**src/rtl/rx_char_queue.sv**
```systemverilog
// rtl/rx_char_queue.sv - parametrised SpaceWire receive-character FIFO with level, almost-full, overrun and flush
module rx_char_queue #(
    parameter int DW       = 8,
    parameter int AW       = 3,
    parameter int AF_LEVEL = (1 << AW) - 2
) (
    input  logic          clk,
    input  logic          reset,
    input  logic          nchar,
    input  logic          lchar,
    input  logic [DW-1:0] char_i,
    input  logic          stb_i,
    output logic          ack_o,
    output logic [DW:0]   dat_o,
    output logic          full_o,
    output logic          empty_o,
    output logic          almost_full_o,
    output logic [AW:0]   level_o,
    output logic          overrun_o,
    input  logic          clr_overrun_i,
    input  logic          flush_i
);

    localparam int          DEPTH   = 1 << AW;
    localparam logic [AW:0] DEPTH_L = (AW + 1)'(DEPTH);
    localparam logic [AW:0] AF_L    = (AW + 1)'(AF_LEVEL);

    logic [DW:0]   mem [DEPTH];
    logic [AW-1:0] rp_q;
    logic [AW-1:0] wp_q;
    logic [AW:0]   level_q;
    logic          ack_q;
    logic          overrun_q;

    logic          code_ok;
    logic          valid;
    logic          push;
    logic          pop;
    logic          overflow;
    logic [DW:0]   entry;

    // Only EOP (10) and EEP (01) L-Chars reach the host; FCT/ESC are link-internal.
    assign code_ok  = (char_i[1:0] == 2'b01) || (char_i[1:0] == 2'b10);
    assign valid    = nchar | (lchar & code_ok);
    assign entry    = {lchar & ~nchar, char_i};

    assign full_o        = (level_q == DEPTH_L);
    assign empty_o       = (level_q == '0);
    assign almost_full_o = (level_q >= AF_L);
    assign level_o       = level_q;
    assign ack_o         = ack_q;
    assign overrun_o     = overrun_q;

    // A pop frees a slot on the same edge, so a push at full is allowed alongside it.
    assign pop      = ack_q & ~empty_o;
    assign push     = valid & (~full_o | pop);
    assign overflow = valid & full_o & ~pop;

    assign dat_o = mem[rp_q];

    always_ff @(posedge clk) begin
        if (!reset && !flush_i && push) begin
            mem[wp_q] <= entry;
        end
    end

    always_ff @(posedge clk) begin
        if (reset) begin
            rp_q      <= '0;
            wp_q      <= '0;
            level_q   <= '0;
            ack_q     <= 1'b0;
            overrun_q <= 1'b0;
        end else begin
            ack_q <= stb_i;

            if (overflow) begin
                overrun_q <= 1'b1;
            end else if (clr_overrun_i) begin
                overrun_q <= 1'b0;
            end

            if (flush_i) begin
                rp_q    <= '0;
                wp_q    <= '0;
                level_q <= '0;
            end else begin
                if (push) begin
                    wp_q <= wp_q + AW'(1);
                end
                if (pop) begin
                    rp_q <= rp_q + AW'(1);
                end
                if (push && !pop) begin
                    level_q <= level_q + (AW + 1)'(1);
                end else if (pop && !push) begin
                    level_q <= level_q - (AW + 1)'(1);
                end
            end
        end
    end

endmodule

```
**config.mk**
```make
export PLATFORM = sky130hd
export DESIGN_NAME = rx_char_queue
export DESIGN_NICKNAME = d
export VERILOG_FILES = /design/src/rtl/rx_char_queue.sv
export SDC_FILE = /design/constraint.sdc
export NUM_CORES = 1
export LEC_CHECK = 0
export CORE_MARGIN = 3
export CORE_UTILIZATION = 56
export DETAILED_ROUTE_END_ITERATION = 8
export PLACE_DENSITY = 0.78
export SLEW_MARGIN = 20
export SYNTH_ARGS = -nofsm -noshare
export SYNTH_HDL_FRONTEND = slang
export SYNTH_SLANG_ARGS = --single-unit
export TNS_END_PERCENT = 10
```
**constraint.sdc**
```tcl
create_clock -name clk -period 3.2 [get_ports clk]
set_input_delay 0.96 -clock clk [delete_from_list [all_inputs] [get_ports clk]]
set_output_delay 0.96 -clock clk [all_outputs]
set_load 0.05 [all_outputs]
```
==> results of run 1 <==
-- cell families (layout without fill, tap and decap cells) --
logic type               after synthesis  in the layout  synth area share [%]
AND/OR/NAND/NOR                       40             40                 5.829
multiplexers                          29             29                 16.58
XOR/XNOR                               5              5                 1.222
flip-flops                            87             87                 68.69
buffers and inverters                 11             66                 1.850
adder cells (fa/ha/maj)                6              6                 2.304
AO/OA/AOI/OAI                         16             16                 3.526
-- per-stage QoR --
step	area (µm²)	std cells	TNS, ns	setup slack (ns)	power (mW)
floorplan	3585	194	0	0.03058	1.457
CTS	4200	324	0	0.1860	2.172
global placement	4038	309	-0.02440	-0.02440	1.548
detailed placement	4038	309	-0.1232	-0.1232	1.555
finish	4200	324	0	0.2266	2.154
global route	4200	324	0	0.05317	2.243
-- tightest hold or removal path: stages, from the launching register on --
cell	delay (ns)
dfxtp_1	0.33
xnor2_1	0.11
nor2_1	0.05
-- cell usage in the layout (no fill, tap or decap), drive strengths merged, types with 2 or more instances in the layout --
master	n
clkinv	5
inv	4
clkdlybuf4s50	23
mux2i	2
nand4	2
xor2	3
xnor2	2
nand2	2
ha	5
o21ai	2
mux2	9
edfxtp	72
buf	24
nand3	3
nand2b	3
a21o	2
nor3	2
dfxtp	15
clkbuf	9
nor2b	4
nor2	19
a21oi	6
mux4	18
-- cell type report --
class	count	area [µm²]
multi-input cells	96	1056
fillers	414	1861
inverters	4	15.01
clock buffers	9	123.9
repair buffers	47	410.4
well taps	75	93.84
clock inverters	6	38.79
flip-flops and latches	87	2462
-- flip-flops by register name (all words and copies together) (netlist names), named ones only --
signal     flops
mem           72
level_o        4
rp_q           3
wp_q           3
ack_o          1
overrun_o      1
-- where the power goes --
part           total, mW  leakage, nW  switching (mW)  internal [mW]
Combinational      0.265        0.606           0.153          0.112
Sequential          1.26        0.772          0.0233           1.24
Clock              0.626       0.0825           0.352          0.274
Total               2.15         1.46           0.528           1.63
-- per-layer routing --
| layer | part of all wire (%) | track usage, % |
|---|---|---|
| met5 | 0 | 0 |
| met1 | 41 | 23.99 |
| met2 | 51 | 31.81 |
| met4 | 1.5 | 8.489 |
| met3 | 5.9 | 3.939 |
-- worst max-delay path by stage --
stage	to	cells past startpoint	slack, ns
final	level_o[3]	12	0.23
after global routing	level_o[3]	12	0.05
after CTS	dat_o[1]	4	0.19
after detailed placement	level_o[3]	12	-0.12
after global placement	level_o[3]	12	-0.02
after floorplan	level_o[3]	11	0.03
==> summary.txt, run 1 <==
Outcome
  • Outcome: complete, no violations

Drt
  • Pre-Repair DR Iteration Count: 4
  • Routed vias/inst: roughly 5.8
  • Wire per inst: around 19 µm
  • Vias: between 1.5k and 2k
  • 1st-iter DRT viols: about 130
  • Final ANT Viol Nets: 0
  • Final WL: around 6.2 mm
  • DRC: 0

Pwr
  • Static leakage: ~1.5 nW
  • Worst VDD drop: 0.2874 mV
  • Pwr dens: between 500 and 600 nW/µm²

Worst setup path
  • Critical path data arrival time: between 3 and 4 ns
  • Setup CP Type: in -> reg
  • Crit. Startpoint: char_i[1]
  • Buf/Inv on CP: 3
  • Reg2reg setup slack: ~0.70 ns
  • Worst reg2reg path depth: 11
  • Worst EP required: around 3.5 ns
  • Max incr delay on CP: 0.50 ns
  • Crit path capture type: flip-flop
  • Worst path cell trace: clkdlybuf4s50_1, xor2_1, a21o_1, nand2_1, inv_1, ha_1, inv_1, ha_1, nand3_1, a211o_1, a211oi_1, a31o_2
  • CP top delay family: compound AO/OA/AOI/OAI gates
  • RR Endpoint: level_o[3]
  • CP Launch Type: input port
  • R2r startpoint: level_o[0]
  • Crit-path max FO: 4
  • CP max-delay cell: clkdlybuf4s50_1

Synthesis
  • Synth top area share: between 60% and 70%
  • Ys Warns: 0
  • Number of library cell types mapped by synthesis: 36
  • Synth Net Count: 215
  • Synth top area cells: edfxtp_1, mux4_1, dfxtp_1
  • Post-synth top cells: edfxtp_1, nor2_1, mux4_1, dfxtp_1, mux2_2
  • Seq/Total Area, Yosys: 68.69%
  • Synth async-reset ratio: 0%
  • Mapped Avg Cell Area: 18.48 µm²
  • Post-synth top flop: edfxtp_1
  • Post-Syn Instances: approximately 190
  • FF+latch count, synth: 87
  • Post-synth EDFFs: 72
  • Most frequent cell after synthesis: edfxtp_1
  • Synth area leader: edfxtp_1
  • Post-Syn Area: roughly 3600 µm²

Finish
  • Fraction of layout cells with a size suffix above 1: between 20% and 30%
  • Final core area utilization: roughly 69%
  • Diode count: 0
  • P&R area growth vs syn: 17.17%
  • Layout net count: around 270

Placement
  • IO Port Bufs: 32
  • Dpl hpwl: 4.055 mm
  • GPL Wtd Cong: 0.7569

CTS
  • CTS root buffer: clkbuf_8
  • Sink Count: between 80 and 90
  • CTS resizes: 0
  • Clock-pin slew of the registers on the worst-case setup and hold paths: roughly 0.080 ns
  • Setup bufs post-CTS: 0
  • CTS tree: done
  • H-tree depth: 3
  • Clock Path Buffers: 2
  • Hold_buf cts: 0
  • Worst-Skew Late Latency: between 0.3 and 0.4 ns
  • TritonCTS Buffers: 9

Timing
  • Hold Slack: 0.5363 ns
  • RSZ-0062 raised after global routing: false
  • Slew Viols, Final: 0
  • Slew headroom: around 65%
  • Fin. Hold Viols: 0
  • Fmax: roughly 0.34 GHz
  • Post-Route Skew: about 0.012 ns
  • Measured slew at the worst slew-check pin: 0.5244 ns
  • Tcrit/Tclk final: between 90% and 100%
  • Final setup violation count: 0
  • Min Tclk post-route: between 2 and 3 ns

Hold path
  • HP Start: rp_q[2]
  • Hold Crit Class: reg -> reg
  • Hold depth: 2
  • Worst hold path endpoint: rp_q[2]

Run
  • Maxcap violations: 0

Floorplanning
  • Die H: 86.01 µm
  • Chip Width: around 86 µm
  • Core area: between 6000 and 7000 µm²
  • Die Area: about 7400 µm²
  • Row cnt: 28
  • Io pins: 33
  • Initial core utilization: between 50% and 60%

Global route
  • Initial antenna violation count: 0
  • GRT Resource Usage Total: between 10% and 20%
  • Vias in the first global route: ~2k
  • Largest net degree at the start of global routing: 19
  • First-pass GRT wire length: 10.13 mm
  • GRT overflow: 0
(Power assumes the default switching activity.)
==> run 2, diff against run 1 <==
--- a/config.mk
+++ b/config.mk
@@ -5,11 +5,12 @@
 export SDC_FILE = /design/constraint.sdc
 export NUM_CORES = 1
 export LEC_CHECK = 0
+export CAP_MARGIN = 20
 export CORE_MARGIN = 3
 export CORE_UTILIZATION = 56
 export DETAILED_ROUTE_END_ITERATION = 8
 export PLACE_DENSITY = 0.78
-export SLEW_MARGIN = 20
+export SLEW_MARGIN = 30
 export SYNTH_ARGS = -nofsm -noshare
 export SYNTH_HDL_FRONTEND = slang
 export SYNTH_SLANG_ARGS = --single-unit
==> results of run 2 <==
The final DEF is identical to that of run 1; final timing and power are the same.
